[src/rtl/regfile_wb_arbiter_if.sv]
// Writeback request bus shared by NREQ requesters competing for one RegFile write port.
// Each requester i holds req_valid[i], req_dR and req_wData steady until it sees
// req_valid[i] && req_ready[i] at a rising clock edge. That edge is the transfer.
interface regfile_wb_arbiter_if #(
    parameter int NREQ = 3
);
    logic [NREQ-1:0]    req_valid;
    logic [5*NREQ-1:0]  req_dR;
    logic [32*NREQ-1:0] req_wData;
    logic [NREQ-1:0]    req_ready;

    modport master (
        output req_valid,
        output req_dR,
        output req_wData,
        input  req_ready
    );

    modport slave (
        input  req_valid,
        input  req_dR,
        input  req_wData,
        output req_ready
    );
endinterface

[src/rtl/regfile_wb_arbiter.sv]
// Round-robin arbiter that gives writeback requesters access to the single RegFile write port.
// It also holds the 32-entry busy scoreboard that the issue stage uses to find pending writes.
module regfile_wb_arbiter #(
    parameter int NREQ         = 3,
    parameter bit ZERO_PROTECT = 1'b1
) (
    input  logic                 clk,
    input  logic                 reset,
    regfile_wb_arbiter_if.slave  req,
    input  logic                 mark_en,
    input  logic [4:0]           mark_reg,
    input  logic [4:0]           rA,
    input  logic [4:0]           rB,
    output logic                 aBusy,
    output logic                 bBusy,
    output logic                 wEnable,
    output logic [4:0]           dR,
    output logic [31:0]          wData,
    output logic                 idle
);
    localparam int PW = (NREQ > 2) ? 2 : 1;

    logic [PW-1:0]   ptr;
    logic [PW-1:0]   gidx;
    logic [PW-1:0]   cand;
    logic            xfer;
    logic [NREQ-1:0] grant;
    logic [4:0]      dr_arr [NREQ];
    logic [31:0]     wd_arr [NREQ];
    logic [31:0]     busy;
    logic [31:0]     busy_next;

    always_comb begin
        for (int i = 0; i < NREQ; i++) begin
            dr_arr[i] = req.req_dR[5*i +: 5];
            wd_arr[i] = req.req_wData[32*i +: 32];
        end
    end

    // Search starts one past the last winner, so the last winner has the lowest priority.
    always_comb begin
        grant = '0;
        gidx  = ptr;
        cand  = ptr;
        xfer  = 1'b0;
        for (int k = 1; k <= NREQ; k++) begin
            cand = PW'((int'(ptr) + k) % NREQ);
            if (!xfer && !reset && req.req_valid[cand]) begin
                xfer = 1'b1;
                gidx = cand;
            end
        end
        if (xfer) grant[gidx] = 1'b1;
    end

    assign req.req_ready = grant;

    // A clear and a set in the same cycle leave the bit set, because the set is applied last.
    always_comb begin
        busy_next = busy;
        if (wEnable) busy_next[dR] = 1'b0;
        if (mark_en) busy_next[mark_reg] = 1'b1;
        busy_next[0] = 1'b0;
    end

    always_ff @(posedge clk) begin
        if (reset) begin
            ptr     <= PW'(NREQ - 1);
            busy    <= '0;
            wEnable <= 1'b0;
            dR      <= '0;
            wData   <= '0;
        end else begin
            busy    <= busy_next;
            wEnable <= 1'b0;
            if (xfer) begin
                ptr     <= gidx;
                dR      <= dr_arr[gidx];
                wData   <= wd_arr[gidx];
                wEnable <= !(ZERO_PROTECT && (dr_arr[gidx] == 5'd0));
            end
        end
    end

    assign aBusy = busy[rA];
    assign bBusy = busy[rB];
    assign idle  = (busy == '0) && !wEnable && (req.req_valid == '0);
endmodule

[src/flat_wrapper.sv]
// flat-port wrapper written by rule: the top's interface ports become plain ports
module regfile_wb_arbiter_flat 
#(
    parameter int NREQ         = 3,
    parameter bit ZERO_PROTECT = 1'b1
)
  (clk, reset, mark_en, mark_reg, rA, rB, aBusy, bBusy, wEnable, dR, wData, idle, req_req_valid, req_req_dR, req_req_wData, req_req_ready);
  regfile_wb_arbiter_if #(.NREQ(NREQ)) req_i ();
  input  logic clk;
  input  logic reset;
  input  logic mark_en;
  input  logic [4:0] mark_reg;
  input  logic [4:0] rA;
  input  logic [4:0] rB;
  output logic aBusy;
  output logic bBusy;
  output logic wEnable;
  output logic [4:0] dR;
  output logic [31:0] wData;
  output logic idle;
  input wire logic [$bits(req_i.req_valid)-1:0] req_req_valid;
  input wire logic [$bits(req_i.req_dR)-1:0] req_req_dR;
  input wire logic [$bits(req_i.req_wData)-1:0] req_req_wData;
  output wire logic [$bits(req_i.req_ready)-1:0] req_req_ready;
  assign req_i.req_valid = req_req_valid;
  assign req_i.req_dR = req_req_dR;
  assign req_i.req_wData = req_req_wData;
  assign req_req_ready = req_i.req_ready;
  regfile_wb_arbiter #(.NREQ(NREQ), .ZERO_PROTECT(ZERO_PROTECT)) u_core (.clk(clk), .reset(reset), .req(req_i), .mark_en(mark_en), .mark_reg(mark_reg), .rA(rA), .rB(rB), .aBusy(aBusy), .bBusy(bBusy), .wEnable(wEnable), .dR(dR), .wData(wData), .idle(idle));
endmodule
[config.mk]
export PLATFORM = sky130hd
export DESIGN_NAME = regfile_wb_arbiter_flat
export DESIGN_NICKNAME = d
export VERILOG_FILES = /design/src/rtl/regfile_wb_arbiter_if.sv /design/src/rtl/regfile_wb_arbiter.sv /design/src/flat_wrapper.sv
export SDC_FILE = /design/constraint.sdc
export NUM_CORES = 1
export LEC_CHECK = 0
export ABC_AREA = 1
export BUFFER_PORTS_ARGS = -buffer_cell sky130_fd_sc_hd__clkbuf_2
export CORE_MARGIN = 5
export CORE_UTILIZATION = 45
export CTS_CLUSTER_DIAMETER = 100
export DETAILED_ROUTE_END_ITERATION = 6
export GPL_TIMING_DRIVEN = 0
export PLACE_DENSITY = 0.75
export SYNTH_ARGS = -nofsm -noshare
export SYNTH_HDL_FRONTEND = slang
export SYNTH_SLANG_ARGS = --single-unit
[constraint.sdc]
create_clock -name clk -period 5.71 [get_ports clk]
set_input_delay 1.713 -clock clk [delete_from_list [all_inputs] [get_ports clk]]
set_output_delay 1.713 -clock clk [all_outputs]
set_load 0.01 [all_outputs]
; Word-level counts from Yosys, hierarchy flattened
; Index checks and enable logic that the tools add are counted.
[word_totals]
regBits = 72
latch_bits = 0
ram_bits = 0
mem_bits_ro = 0
out_inout_bits = 44
wordCells = 79
memories = 0
[op_classes]
add_sub_neg = 3
n_mul = 0
div_mod_pow = 3
magnitude_cmp = 12
eq_ne = 0
shifts = 0
muxes = 31
bitwise_logic = 5
reduce_logical = 19
[op_table]
columns = operator, n
row1 = $mux W32, 4
row2 = $mod A32 B3 Y32 const B, 3
row3 = $bmux W32 S2, 1
row4 = $and A32 B32 Y32, 1
row5 = $logic_not A32 Y1, 1
row6 = $not A32 Y32, 1
row7 = $or A32 B32 Y32, 1
row8 = $lt A5 B6 Y1 const B, 4
row9 = $lt A2 B3 Y1 const B, 4
row10 = $mux W1, 11
row11 = $bmux W1 S5, 2
row12 = $bmux W5 S2, 1
row13 = $demux W1 S5, 2
row14 = $ge A5 B1 Y1 const B, 2
row15 = $logic_and A1 B1 Y1, 10
row16 = $mux W5, 2
row17 = $add A2 B2 Y3 const B, 2
row18 = $bmux W1 S2, 3
row19 = $mux W2, 3
row20 = $logic_not A1 Y1, 5
row21 = $logic_not A5 Y1, 1
row22 = $add A2 B1 Y3 const B, 1
row23 = $ge A3 B3 Y1 const B, 1
row24 = $logic_not A3 Y1, 1
row25 = other kinds (6), 6

; Longest topological paths before layout
[depth]
depth_word = 20
ltp_mapped = 20

; Worst setup path before layout
; Ideal clock, no wire load.
[synth_path]
path_type = input -> output
startpoint = input port reset
endpoint = output port req_req_ready[0]
arrival_time_ns = 3.001
t_required_ns = 3.997
slack_ns = 0.996
path_stages = 12
path_buffers = 3
cell_sequence = inv_1 -> buf_2 -> nand3_1 -> inv_2 -> nand3_2 -> inv_2 -> nand2_2 -> nand2_4 -> inv_2 -> buf_6 -> buf_6 -> nor3_1
[synth_between]
elab_chain_cells = 16
elab_cells_between_ends = 20
classes_between = order compare: 2 / mux: 9 / reduce/logical: 9
[synth_lines]
columns = item, line_no
row1 = "start, declared", flat_wrapper.sv:10  ; input logic reset;
row2 = $logic_not A1 Y1 *, regfile_wb_arbiter.sv:48  ; if (!xfer && !reset && req.req_valid[cand]) begin
row3 = $logic_and A1 B1 Y1, regfile_wb_arbiter.sv:48
row4 = $mux W1, regfile_wb_arbiter.sv:48
row5 = $logic_not A1 Y1, regfile_wb_arbiter.sv:48
row6 = $logic_and A1 B1 Y1 (2 in a row), regfile_wb_arbiter.sv:48
row7 = $mux W1, regfile_wb_arbiter.sv:48
row8 = $logic_not A1 Y1, regfile_wb_arbiter.sv:48
row9 = $logic_and A1 B1 Y1 (2 in a row), regfile_wb_arbiter.sv:48
row10 = $mux W2, regfile_wb_arbiter.sv:48
row11 = $lt A2 B3 Y1 (implied by the code) / $ge A2 B1 Y1 (equally long branches), regfile_wb_arbiter.sv:53  ; if (xfer) grant[gidx] = 1'b1;
row12 = $logic_and A1 B1 Y1 (implied by the code), regfile_wb_arbiter.sv:53
row13 = $mux W1 (implied by the code), regfile_wb_arbiter.sv:53
row14 = $demux W1 S2, -
row15 = $mux W3 *, regfile_wb_arbiter.sv:53
row16 = "end, declared", flat_wrapper.sv:24  ; output wire logic [$bits(req_i.req_ready)-1:0] req_req_ready;
; Every way passes the cells marked *; elsewhere a longest branch is shown, timed or not.

; Worst setup path after layout
; Same ends and word-level chain as after synthesis.

==> impl_metrics.json <==
{
  "setup_violations": 0,
  "io-pin-count": 176,
  "p_leak_nw": 2.53,
  "ir_worst_vdd_mv": 0.424,
  "cp_slowest_stage_delay_ps": 240,
  "place_ws_ps": 602,
  "fin_crit_ps": 5110,
  "synth_largest_area_cell": "dfxtp_1",
  "postCtsHoldBufs": 0,
  "vias_per_cell": 5.51,
  "port_buffers": 174,
  "holdPathEnd": "u_core.busy[5]",
  "post-cts-setup-buffers": 0,
  "finalCritPeriodShare": 0.895,
  "initial_core_util": 0.462,
  "root_buffer": "clkbuf_8",
  "crit_type": "in2out",
  "grt_first_pass_wirelength_um": 25100,
  "run_status": "complete, no violations",
  "r2r_setup_slack_ps": 3260,
  "die_area_sq_um": 11500,
  "drtIter0Drc": 293,
  "min_from": "u_core.busy[5]",
  "slew_violations": 0,
  "drt-pass1-iter-count": 5,
  "dp_hpwl_um": 12400,
  "antenna_found_initial": 0,
  "ys_ff_latch": 71,
  "die_h_um": 107,
  "rows": 35,
  "reg2reg_from": "u_core.ptr[0]",
  "combPwrFrac": 0.642,
  "track_usage": 0.267,
  "swShare": 0.501,
  "cp_cell_sequence": "clkbuf_2 -> inv_1 -> buf_2 -> nand3_1 -> inv_2 -> nand3_2 -> inv_2 -> nand2_2 -> nand2_4 -> inv_2 -> buf_6 -> buf_6 -> nor3_1 -> clkbuf_2",
  "worst_slew_pin_slew_ps": 962,
  "htree_levels": 3,
  "start_kind": "input port",
  "place_area_sq_um": 5300,
  "pwr-share-clk": 0.142,
  "powerDensity_nw_per_um2": 579,
  "synthToLayoutAreaGrowth_pct": 29.3,
  "utilization": 0.598,
  "grt_max_degree": 14,
  "clkLatencyLatePin_ps": 350,
  "cpMaxStageDelayCell": "buf_2",
  "finalSetupTns_ps": 0,
  "rsz0062_at_grt": "no",
  "power.total_mw": 3.20,
  "critPathRequiredTime_ps": 4000,
  "path_clk_slew_ps": 80,
  "hold_viol_final": 0,
  "synth-edff-count": 0,
  "layoutNonFillerInstCount": 980,
  "drive_gt1_frac": 0.264,
  "wirelength_um": 15400,
  "max_freq_ghz": 0.196,
  "netlist.area_leader.share": 0.333,
  "core_area_sq_um": 9240,
  "yosys_warnings": 0,
  "antenna_cells": 0,
  "cts_tree": "done",
  "reg2regPathDepth": 13,
  "cp.arrival_ps": 3400,
  "seqPwrFrac": 0.216,
  "cts_sinks": 71,
  "cts_resized": 0,
  "ys_types": 32,
  "cp-end-kind": "output port",
  "hold_slack_ps": 506,
  "skew_ps": 8.04,
  "grt_pass1_vias": 5385,
  "syn_avg_cell_area_sq_um": 6.46,
  "synth_nets": 796,
  "cp_top_family": "buffers and inverters",
  "clockBufferDepth": 2,
  "reg2reg_to": "u_core.wData[31]",
  "holdPathStages": 2,
  "max_slew_margin": 0.354,
  "yosys-top-cells-area": "dfxtp_1 (33%), o21ai_0 (14%), a21oi_1 (13%), nor2_1 (8.3%), nand2_1 (5.6%)",
  "final_cell_mix": "clkbuf_2 (174), o21ai_0 (120), a21oi_1 (112), nor2_1 (94), dfxtp_1 (71)",
  "p_sw_mw": 1.60,
  "crit_path_max_fanout": 10,
  "async_flop_share": 0,
  "ys.flop_type": "dfxtp_1",
  "vias": 5399,
  "die_w_um": 107,
  "holdCritPathClass": "reg2reg",
  "ant_nets": 0,
  "syn_inst": 661,
  "dp_cells": 964,
  "final_common_cell": "clkbuf_2",
  "seq_area_frac_synth": 0.333,
  "final_cell_area_sq_um": 5520,
  "crit_path_frequent_cell": "inv_2",
  "wire_per_inst_um": 15.8,
  "setup_ws_ps": 601,
  "cts_buffers": 9,
  "synth.cell_area_sq_um": 4270,
  "fin_nets": 981,
  "route.detailed.drc": 0,
  "crit_buf_inv": 9,
  "place.gp.congestion": 0.922,
  "max-cap-violations": 0,
  "power.internal_mw": 1.60,
  "grt_overflow": 0
}
## power by group through the flow
stage	Sequential, mW	Clock (mW)	Combinational, mW
after floorplan	0.730	0	1.42
after global placement	0.699	0	1.99
after detailed placement	0.699	0	2.04
after CTS	0.690	0.454	2.05
after global routing	0.703	0.480	2.28
final	0.691	0.453	2.06
## cells in the mapped netlist (all sizes together) (8+ instances only)
cell / instances
o21ai: 136
a21oi: 112
nor2: 97
dfxtp: 71
nand2: 69
inv: 54
nand3: 45
buf: 18
clkbuf: 16
nor3: 11
nor4: 8
## layer usage
metal	up-vias	global-route usage	routed length, um
li1	2648	-	-
met1	2444	0.307	5890
met2	277	0.484	7790
met3	30	0.0600	1450
met4	0	0.0920	311
met5	-	0	0
## state kept, by name, indices dropped and copies added (netlist names)
| name | count |
|---|---|
| u_core.wEnable | 1 |
| u_core.busy | 31 |
| u_core.wData | 32 |
| u_core.dR | 5 |
| u_core.ptr | 2 |
## logic make-up after synthesis
| group | after synthesis | synth area share |
|---|---|---|
| fa+ha+maj | 3 | 0.00879 |
| buf+inv | 89 | 0.0967 |
| simple gates | 235 | 0.244 |
| compound gates | 263 | 0.318 |
| flops | 71 | 0.333 |
## area by class of cell
| type | instances | area, sq um |
|---|---|---|
| clock buffers | 9 | 124 |
| inverters | 55 | 209 |
| flip-flops and latches | 71 | 1420 |
| well taps | 129 | 161 |
| plain buffers | 34 | 204 |
| clock inverters | 7 | 96.3 |
| fillers | 921 | 3720 |
| multi-input cells | 501 | 2440 |
| repair buffers | 174 | 871 |
## worst reg2reg max path: cells and delay by family, from the launching register on
| family | cells | cell delay [ps] |
|---|---|---|
| AO/OA/AOI/OAI | 2 | 310 |
| adder cells (fa/ha/maj) | 1 | 350 |
| buffers and inverters | 5 | 680 |
| flip-flops | 1 | 330 |
| AND/OR/NAND/NOR | 5 | 670 |
## how the worst max path moves through the flow
stage	slack (ps)	endpoint	startpoint	cells past startpoint
global placement	650	req_req_ready[0]	reset	14
global route	430	req_req_ready[0]	reset	14
detailed placement	600	req_req_ready[0]	reset	14
finish	600	req_req_ready[0]	reset	14
CTS	600	req_req_ready[0]	reset	14
floorplan	1000	req_req_ready[0]	reset	12
Note: power is estimated with default switching activity, not from simulation.
